`config.mk`:
```
export PLATFORM = sky130hd
export DESIGN_NAME = stream_mux_n_to_1_flat
export DESIGN_NICKNAME = d
export VERILOG_FILES = /design/src/rtl/stream_mux_n_to_1_pkg.sv /design/src/rtl/stream_mux_n_to_1_if.sv /design/src/rtl/stream_mux_n_to_1_rr_arbiter.sv /design/src/rtl/stream_mux_n_to_1.sv /design/src/flat_wrapper.sv
export SDC_FILE = /design/constraint.sdc
export NUM_CORES = 1
export LEC_CHECK = 0
export ABC_AREA = 1
export ABC_CLOCK_PERIOD_IN_PS = 1180
export CAP_MARGIN = 25
export CORE_MARGIN = 1
export CORE_UTILIZATION = 32
export DETAILED_ROUTE_END_ITERATION = 12
export GPL_ROUTABILITY_DRIVEN = 1
export PLACE_DENSITY = 0.79
export SLEW_MARGIN = 15
export SYNTH_ARGS = -nofsm -noshare
export SYNTH_HDL_FRONTEND = slang
export SYNTH_SLANG_ARGS = --single-unit
```
`constraint.sdc`:
```
create_clock -name clk -period 1.18 [get_ports clk]
set_clock_uncertainty 0.15 [all_clocks]
set_input_delay 0.177 -clock clk [delete_from_list [all_inputs] [get_ports clk]]
set_output_delay 0.177 -clock clk [all_outputs]
set_load 0.01 [all_outputs]
```
`src/rtl/stream_mux_n_to_1_pkg.sv`:
```
// Shared definitions for the N-to-1 stream multiplexer: output-stage state
// encoding and the clog2 helper used to size channel select/index fields.
package stream_mux_pkg;

    // Output stage occupancy: EMPTY holds no word, FULL presents a word.
    typedef enum logic [0:0] {
        ST_EMPTY = 1'b0,
        ST_FULL  = 1'b1
    } state_t;

    // Ceiling log2, usable in constant expressions (parameters/localparams).
    function automatic int clog2_f(input int n);
        int r;
        r = 0;
        for (int i = 0; i < 31; i++) begin
            if ((32'sd1 << i) < n) begin
                r = i + 1;
            end else begin
                r = r;
            end
        end
        return r;
    endfunction

endpackage : stream_mux_pkg

```
`src/rtl/stream_mux_n_to_1_if.sv`:
```
// Bus bundle of the N-to-1 stream multiplexer: CHANNELS input streams,
// channel select/mode controls and the single registered output stream.
// slave  : the multiplexer side.
// master : the side driving inputs and consuming the output.
interface stream_mux_n_to_1_if
    import stream_mux_pkg::*;
#(
    parameter int WIDTH    = 5,
    parameter int CHANNELS = 4
);
    localparam int SEL_W = clog2_f(CHANNELS);

    logic [CHANNELS*WIDTH-1:0] in_data;
    logic [CHANNELS-1:0]       in_valid;
    logic [CHANNELS-1:0]       in_ready;
    logic [SEL_W-1:0]          sel;
    logic                      rr_mode;
    logic [WIDTH-1:0]          out_data;
    logic                      out_valid;
    logic                      out_ready;
    logic [SEL_W-1:0]          out_chan;

    modport slave (
        input  in_data,
        input  in_valid,
        output in_ready,
        input  sel,
        input  rr_mode,
        output out_data,
        output out_valid,
        input  out_ready,
        output out_chan
    );

    modport master (
        output in_data,
        output in_valid,
        input  in_ready,
        output sel,
        output rr_mode,
        input  out_data,
        input  out_valid,
        output out_ready,
        input  out_chan
    );

endinterface : stream_mux_n_to_1_if

```
`src/rtl/stream_mux_n_to_1_rr_arbiter.sv`:
```
// Combinational round-robin arbiter. Priority starts at the channel after
// last_grant and wraps modulo CHANNELS; the first requesting channel wins.
// No request means no grant (grant_valid=0, grant_oh all zero).
module rr_arbiter
    import stream_mux_pkg::*;
#(
    parameter int CHANNELS = 4,
    parameter int SEL_W    = clog2_f(CHANNELS)
) (
    input  logic [CHANNELS-1:0] req,
    input  logic [SEL_W-1:0]    last_grant,
    output logic [CHANNELS-1:0] grant_oh,
    output logic [SEL_W-1:0]    grant_idx,
    output logic                grant_valid
);

    int best_rank_s;
    int best_idx_s;

    // Rank every channel by distance after last_grant and keep the nearest requester.
    always_comb begin
        int rank;
        best_rank_s = CHANNELS;
        best_idx_s  = 0;
        for (int i = 0; i < CHANNELS; i++) begin
            rank = (i + CHANNELS - int'(last_grant) - 1) % CHANNELS;
            if (req[i] && (rank < best_rank_s)) begin
                best_rank_s = rank;
                best_idx_s  = i;
            end else begin
                best_rank_s = best_rank_s;
            end
        end
    end

    // Expand the winning index into one-hot and index grant outputs.
    always_comb begin
        grant_valid = (best_rank_s < CHANNELS);
        grant_idx   = SEL_W'(best_idx_s);
        grant_oh    = '0;
        for (int i = 0; i < CHANNELS; i++) begin
            grant_oh[i] = grant_valid && (best_idx_s == i);
        end
    end

endmodule : rr_arbiter

```
`src/rtl/stream_mux_n_to_1.sv`:
```
// N-to-1 valid/ready stream multiplexer with a single registered output
// stage (1-cycle latency, full throughput, full back-pressure).
// The granted channel comes from sel, or from a round-robin arbiter when
// built with MUX_RR_EN and rr_mode=1. Without MUX_RR_EN, rr_mode is ignored
// and no last-grant state exists.
// Reset is synchronous and active-high; it drops any held word.
module stream_mux_n_to_1
    import stream_mux_pkg::*;
#(
    parameter int WIDTH    = 5,
    parameter int CHANNELS = 4
) (
    input  logic                clk,
    input  logic                reset,
    stream_mux_n_to_1_if.slave  bus
);

    localparam int SEL_W = clog2_f(CHANNELS);

    state_t              state_r;
    logic                out_valid_r;
    logic [WIDTH-1:0]    out_data_r;
    logic [SEL_W-1:0]    out_chan_r;

    logic                space_s;
    logic                xfer_in_s;
    logic                sel_valid_s;
    logic [WIDTH-1:0]    sel_data_s;
    logic [CHANNELS-1:0] sel_oh_s;
    logic [CHANNELS-1:0] grant_oh_s;
    logic [SEL_W-1:0]    grant_idx_s;

    // Decode explicit select; out-of-range values (non-pow2 CHANNELS) select nothing.
    always_comb begin
        sel_oh_s = '0;
        for (int i = 0; i < CHANNELS; i++) begin
            sel_oh_s[i] = (bus.sel == SEL_W'(i));
        end
    end

`ifdef MUX_RR_EN
    logic [SEL_W-1:0]    last_grant_r;
    logic [CHANNELS-1:0] arb_oh_s;
    logic [SEL_W-1:0]    arb_idx_s;
    logic                arb_valid_s;

    rr_arbiter #(
        .CHANNELS (CHANNELS),
        .SEL_W    (SEL_W)
    ) u_rr_arbiter (
        .req         (bus.in_valid),
        .last_grant  (last_grant_r),
        .grant_oh    (arb_oh_s),
        .grant_idx   (arb_idx_s),
        .grant_valid (arb_valid_s)
    );

    // Pick the grant source; a mode change takes effect in the same cycle.
    always_comb begin
        if (bus.rr_mode) begin
            grant_oh_s  = arb_oh_s & {CHANNELS{arb_valid_s}};
            grant_idx_s = arb_idx_s;
        end else begin
            grant_oh_s  = sel_oh_s;
            grant_idx_s = bus.sel;
        end
    end

    // Remember the most recently accepted channel; kept across mode switches.
    always_ff @(posedge clk) begin
        if (reset) begin
            last_grant_r <= SEL_W'(CHANNELS - 1);
        end else if (xfer_in_s) begin
            last_grant_r <= grant_idx_s;
        end else begin
            last_grant_r <= last_grant_r;
        end
    end
`else
    logic unused_rr_mode_s;

    assign unused_rr_mode_s = bus.rr_mode;
    assign grant_oh_s       = sel_oh_s;
    assign grant_idx_s      = bus.sel;
`endif

    // The stage can take a word when empty or when its word leaves this cycle.
    assign space_s = (state_r == ST_EMPTY) | bus.out_ready;

    // Only the granted channel ever sees ready.
    assign bus.in_ready = grant_oh_s & {CHANNELS{space_s}};

    // AND-OR mux of the granted channel's data and valid.
    always_comb begin
        sel_data_s  = '0;
        sel_valid_s = 1'b0;
        for (int i = 0; i < CHANNELS; i++) begin
            sel_data_s  = sel_data_s | (bus.in_data[i*WIDTH +: WIDTH] & {WIDTH{grant_oh_s[i]}});
            sel_valid_s = sel_valid_s | (bus.in_valid[i] & grant_oh_s[i]);
        end
    end

    assign xfer_in_s = sel_valid_s & space_s;

    // Output stage FSM: load on transfer in, drain on transfer out, hold on stall.
    always_ff @(posedge clk) begin
        if (reset) begin
            state_r     <= ST_EMPTY;
            out_valid_r <= 1'b0;
            out_data_r  <= '0;
            out_chan_r  <= '0;
        end else begin
            case (state_r)
                ST_EMPTY: begin
                    if (xfer_in_s) begin
                        state_r     <= ST_FULL;
                        out_valid_r <= 1'b1;
                        out_data_r  <= sel_data_s;
                        out_chan_r  <= grant_idx_s;
                    end else begin
                        state_r     <= ST_EMPTY;
                        out_valid_r <= 1'b0;
                    end
                end
                ST_FULL: begin
                    if (xfer_in_s) begin
                        state_r     <= ST_FULL;
                        out_valid_r <= 1'b1;
                        out_data_r  <= sel_data_s;
                        out_chan_r  <= grant_idx_s;
                    end else if (bus.out_ready) begin
                        state_r     <= ST_EMPTY;
                        out_valid_r <= 1'b0;
                    end else begin
                        state_r     <= ST_FULL;
                        out_valid_r <= 1'b1;
                    end
                end
                default: begin
                    state_r     <= ST_EMPTY;
                    out_valid_r <= 1'b0;
                end
            endcase
        end
    end

    assign bus.out_valid = out_valid_r;
    assign bus.out_data  = out_data_r;
    assign bus.out_chan  = out_chan_r;

endmodule : stream_mux_n_to_1

```
`src/flat_wrapper.sv`:
```
// flat-port wrapper written by rule: the top's interface ports become plain ports
module stream_mux_n_to_1_flat import stream_mux_pkg::*;
#(
    parameter int WIDTH    = 5,
    parameter int CHANNELS = 4
)
  (clk, reset, bus_in_data, bus_in_valid, bus_in_ready, bus_sel, bus_rr_mode, bus_out_data, bus_out_valid, bus_out_ready, bus_out_chan);
  stream_mux_n_to_1_if #(.WIDTH(WIDTH), .CHANNELS(CHANNELS)) bus_i ();
  input  logic clk;
  input  logic reset;
  input wire logic [$bits(bus_i.in_data)-1:0] bus_in_data;
  input wire logic [$bits(bus_i.in_valid)-1:0] bus_in_valid;
  output wire logic [$bits(bus_i.in_ready)-1:0] bus_in_ready;
  input wire logic [$bits(bus_i.sel)-1:0] bus_sel;
  input wire logic [$bits(bus_i.rr_mode)-1:0] bus_rr_mode;
  output wire logic [$bits(bus_i.out_data)-1:0] bus_out_data;
  output wire logic [$bits(bus_i.out_valid)-1:0] bus_out_valid;
  input wire logic [$bits(bus_i.out_ready)-1:0] bus_out_ready;
  output wire logic [$bits(bus_i.out_chan)-1:0] bus_out_chan;
  assign bus_i.in_data = bus_in_data;
  assign bus_i.in_valid = bus_in_valid;
  assign bus_in_ready = bus_i.in_ready;
  assign bus_i.sel = bus_sel;
  assign bus_i.rr_mode = bus_rr_mode;
  assign bus_out_data = bus_i.out_data;
  assign bus_out_valid = bus_i.out_valid;
  assign bus_i.out_ready = bus_out_ready;
  assign bus_out_chan = bus_i.out_chan;
  stream_mux_n_to_1 #(.WIDTH(WIDTH), .CHANNELS(CHANNELS)) u_core (.clk(clk), .reset(reset), .bus(bus_i));
endmodule
```
# After elaboration in Yosys (flattened, before gate mapping)
# Cells that the tools add are included.
[word_totals] in_bits=30 register_bits=8 mem_count=0 latchBits=0 romBits=0 ramBits=0 wordCells=31
[classes] muxes=6 n_bitwise=18 div_mod_pow=0 n_reduce_logical=1 n_shift=0 order_cmp=0 mul=0 add_sub_neg=0 eq_ne=3
[ops] operator="$and A5 B5 Y5" count=4
[ops] operator="$or A5 B5 Y5" count=3
[ops] operator="$and A1 B1 Y1" count=5
[ops] operator="$mux W5" count=1
[ops] operator="$and A4 B4 Y4" count=1
[ops] operator="$eq A2 B2 Y1 const B" count=2
[ops] operator="$or A1 B1 Y1" count=4
[ops] operator="$mux W1" count=3
[ops] operator="$eq A2 B1 Y1 const B" count=1
[ops] operator="$logic_not A2 Y1" count=1
[ops] operator="$mux W2" count=1
[ops] operator="$pmux W1 S2" count=1
[ops] operator="$not A1 Y1" count=1

# Longest topological paths before layout
# Gate-level depths: netlist of the first run.
[depth] ltp_word=8 depth_mapped=9

# Worst setup path before layout of the first run
# OpenSTA, ideal clock, no wires.
[synth_path] path_kind="register to register" from="reg u_core.state_r" to="reg u_core.out_chan_r[0] (netlist: u_core.bus.out_chan[0])" arrival_ns=1.035 setup_time_ns=0.062 stages_incl_launch_ff=7 required_ns=0.968 setup_slack_ns=-0.067 cell_sequence="dfxtp_1 > inv_1 > nor2_2 > inv_2 > nand3_1 > nand2_1 > nor2_2"
[synth_between] elab_chain_len=3
[synth_rtl] item="start: declaration" line="stream_mux_n_to_1.sv:20" rtl="state_t state_r;"
[synth_rtl] item="start signal: assignment" line="stream_mux_n_to_1.sv:108" rtl="state_r <= ST_EMPTY;"
[synth_rtl] item="start signal: assignment" line="stream_mux_n_to_1.sv:116" rtl="state_r <= ST_FULL;"
[synth_rtl] item="start signal: assignment" line="stream_mux_n_to_1.sv:121" rtl="state_r <= ST_EMPTY;"
[synth_rtl] item="$not A1 Y1" line="stream_mux_n_to_1.sv:88, stream_mux_n_to_1.sv:113"
[synth_rtl] item="$or A1 B1 Y1" line="stream_mux_n_to_1.sv:88" rtl="assign space_s = (state_r == ST_EMPTY) | bus.out_ready;"
[synth_rtl] item="$and A1 B1 Y1" line="stream_mux_n_to_1.sv:103" rtl="assign xfer_in_s = sel_valid_s & space_s;"
[synth_rtl] item="end signal: assignment" line="stream_mux_n_to_1.sv:119" rtl="out_chan_r <= grant_idx_s;"
[synth_rtl] item="end signal: assignment" line="stream_mux_n_to_1.sv:130" rtl="out_chan_r <= grant_idx_s;"
[synth_rtl] item="end: declaration" line="stream_mux_n_to_1.sv:23" rtl="logic [SEL_W-1:0] out_chan_r;"
# Every way passes these cells.
# A chain may end at the register's enable or synchronous reset.

# Worst setup path in the final report of the first run
[layout_path] from="reg u_core.state_r" to="out bus_in_ready[2]"
[layout_between] elab_chain_len=3
[layout_rtl] item="$not A1 Y1" line="stream_mux_n_to_1.sv:88"
[layout_rtl] item="$or A1 B1 Y1" line="stream_mux_n_to_1.sv:88"
[layout_rtl] item="$and A4 B4 Y4" line="stream_mux_n_to_1.sv:91" rtl="assign bus.in_ready = grant_oh_s & {CHANNELS{space_s}};"
[layout_rtl] item="end: declaration" line="flat_wrapper.sv:13" rtl="output wire logic [$bits(bus_i.in_ready)-1:0] bus_in_ready;"
# Every way passes these cells.

==> metrics.txt, run 1 <==
status=complete, but fails checks; failing checks=setup timing; CTS sink count=8; Final Instance Area=around 0.0011 mm2; Cell Area, Synth=646 um2; max incr delay on CP=0.32 ns; CTS tree=done; mux contribution to synthesized area=0; met1 GRT Util=0.171; switch share=0.316; Worst-Skew Late Latency=0.25 ns; max-slew violations=0; Gate power share=0.427; port bufs=40; CTS clk-pin slew, worst paths=0.05 ns; largest net degree at the start of global routing=13; maximum VDD drop=0.878 mV; final net count=177; fin crit period=about 1.3 ns; Crit. End Element=output port; CTS H-tree lvls=1; routed wire length=1780 um; critical path type=flop to output port; M3 GR Usage=0.0769; Crit-path slowest cell=dfxtp_2; antenna fix cells=0; post-synthesis sequential area ratio=0.248; slew margin rel.=0.868; gr busiest metal=met2; Reg power frac=0.351; gr usage total=0.170; Avg Cell Area, Syn=6.59 um2; DR WL/cell=10.5 um; Iteration-0 DRC Markers=17; via count=816; Post-Synth XOR/XNOR Area=0; Die X=46.9 um; gpl congestion=0.826; Root Driver=clkbuf_4; FP Rows=15; die height=about 47 um; adder-cell area share of the yosys netlist=0; Cell variety after synth=18; area grow syn2layout=72.3%; P_sw=0.284 mW; crit path max fanout=5; CTS Buffer Depth=2; cell count after synthesis=98; Hold/Removal Path Class=flop to flop; Starting Density=0.358; LEAKAGE=0.532 nW; Placement Cell Area=0.00108 mm2; core region area=0.00180 mm2; DRT Pass-1 Iters=5; Residual DRC=0; DP HPWL=1390 um; P_int=around 0.6 mW; Synth Net Count=roughly 130; WHS=0.331 ns; P per Cell Area=808 mW/mm2; layout cells sized above 1=0.310; initial antenna violation count=0; Tcrit/Tclk final=1.11; post-synthesis simple-gate area fraction=0.618; CTS buffer count=3; final core utilization=0.617; die footprint=0.00220 mm2; clock share of power=0.222; number of global-route vias before repair=709; largest family of logic cells by synthesized area=simple AND/OR/NAND/NOR gates; final setup margin=-0.128 ns; drt via density=4.80; antenna viol nets, final=0; first-pass GRT wire length=2660 um; # hold bufs at CTS=0; Slew @ Worst Pin=0.198 ns; overall power=0.899 mW; GR Overflow Total=0; grt met2 use=0.328; Critical Path RT=0.85 ns; Ys Warns=0; Synth Area in Compound Gates=0.00775; Fmax=765 MHz; Setup TNS=-1.04 ns; CP Launch Type=flop; worst-path cell chain=inv_2 -> nor2_4 -> nor3_2 -> buf_2; RSZ-0062 raised after global routing=true; #FFs+latches synth=8; Finish-stage setup viols=12; I/O pin cnt=42; Worst Path Arrival=0.98 ns; Final Hold Fails=0; max-cap check violation count=0; Reg2Reg Setup Slack=-0.09 ns
==> placed cells by master (no fill, tap or decap), drive strengths merged <==
cell,synthesis,routed
clkbuf,1,8
nand2,26,26
nand3,25,25
a21oi,1,1
dfxtp,8,8
clkdlybuf4s50,0,25
nor3,4,4
dlygate4sd2,0,2
nor2,23,23
clkdlybuf4s15,0,3
inv,7,7
buf,3,13
==> final cells by class <==
class / count / area, um2
fillers: 180 / 689
multi-input cells: 79 / 434
repair buffers: 48 / 424
flip-flops and latches: 8 / 161
inverters: 7 / 38.8
well taps: 25 / 31.3
clock buffers: 3 / 22.5
==> cell families (layout without fill, tap and decap cells) <==
family          Yosys count  in the layout
simple gates             78             78
buf+inv                  11             58
flops                     8              8
compound gates            1              1
==> state kept, by name, summed over array words and instances, names as in the netlist <==
| register | count |
|---|---|
| u_core.bus.out_chan | 2 |
| u_core.state_r | 1 |
| u_core.bus.out_data | 5 |
==> routing by layer <==
metal / vias to the layer above / part of all wire
li1: 409 / -
met1: 383 / 0.38
met2: 22 / 0.56
met3: 2 / 0.055
met4: 0 / 0.0022
met5: - / 0
==> power groups by stage <==
stage / Sequential [mW] / Combinational (mW) / Clock, mW
2_1_floorplan: 0.334 / 0.186 / 0
6_report: 0.315 / 0.384 / 0.200
3_5_place_dp: 0.320 / 0.396 / 0
5_1_grt: 0.318 / 0.421 / 0.229
3_3_place_gp: 0.319 / 0.390 / 0
4_1_cts: 0.315 / 0.383 / 0.209
==> repair_timing <==
item	4_1_cts	5_1_grt
cloned	0	0
endpoints found under the setup margin	20	19
resized for setup	46	14
pin swaps	6	2
buffers inserted	1	1
==> worst max-delay path: cells and delay by family, from the launching register on <==
| kind | cells | cell delay (ns) |
|---|---|---|
| buf+inv | 2 | 0.18 |
| flops | 1 | 0.32 |
| simple gates | 2 | 0.22 |
==> through the flow <==
stage               cells  setup slack, ns
CTS                   169           -0.144
finish                170           -0.128
floorplan              98           0.0412
global placement      165           -0.728
global route          170           -0.180
detailed placement    165           -0.786
==> Yosys cell counts <==
library cell	instances	share of area
nand3_1	23	0.18
nand2_1	22	0.13
nor2_1	18	0.10
dfxtp_1	8	0.25
inv_1	4	0.023
nor3_1	4	0.031
buf_6	3	0.052
nand2_2	3	0.029
nand3_2	2	0.031
nor2_2	2	0.019
nor2_8	2	0.062
a21oi_1	1	0.0077
clkbuf_8	1	0.021
inv_2	1	0.0058
inv_4	1	0.0097
inv_6	1	0.014
nand2_4	1	0.017
nor2_4	1	0.017
==> path summary, 6_finish.rpt <==
kind,start,to,cells after the start
worst max-delay path,u_core.state_r,bus_in_ready[2],4
worst min register to register,u_core.bus.out_data[0],u_core.bus.out_data[0],2
worst max register to register,u_core.state_r,u_core.bus.out_data[0],8
worst min-delay path,u_core.bus.out_data[0],u_core.bus.out_data[0],2
No activity file was read; power rests on OpenSTA's default activity.
==> run 2, diff against run 1 <==
--- a/config.mk
+++ b/config.mk
@@ -11,7 +11,6 @@
 export CORE_MARGIN = 1
 export CORE_UTILIZATION = 32
 export DETAILED_ROUTE_END_ITERATION = 12
-export GPL_ROUTABILITY_DRIVEN = 1
 export PLACE_DENSITY = 0.79
 export SLEW_MARGIN = 15
 export SYNTH_ARGS = -nofsm -noshare
==> results of run 2 <==
Final layout, timing and power as in run 1 (identical DEF).
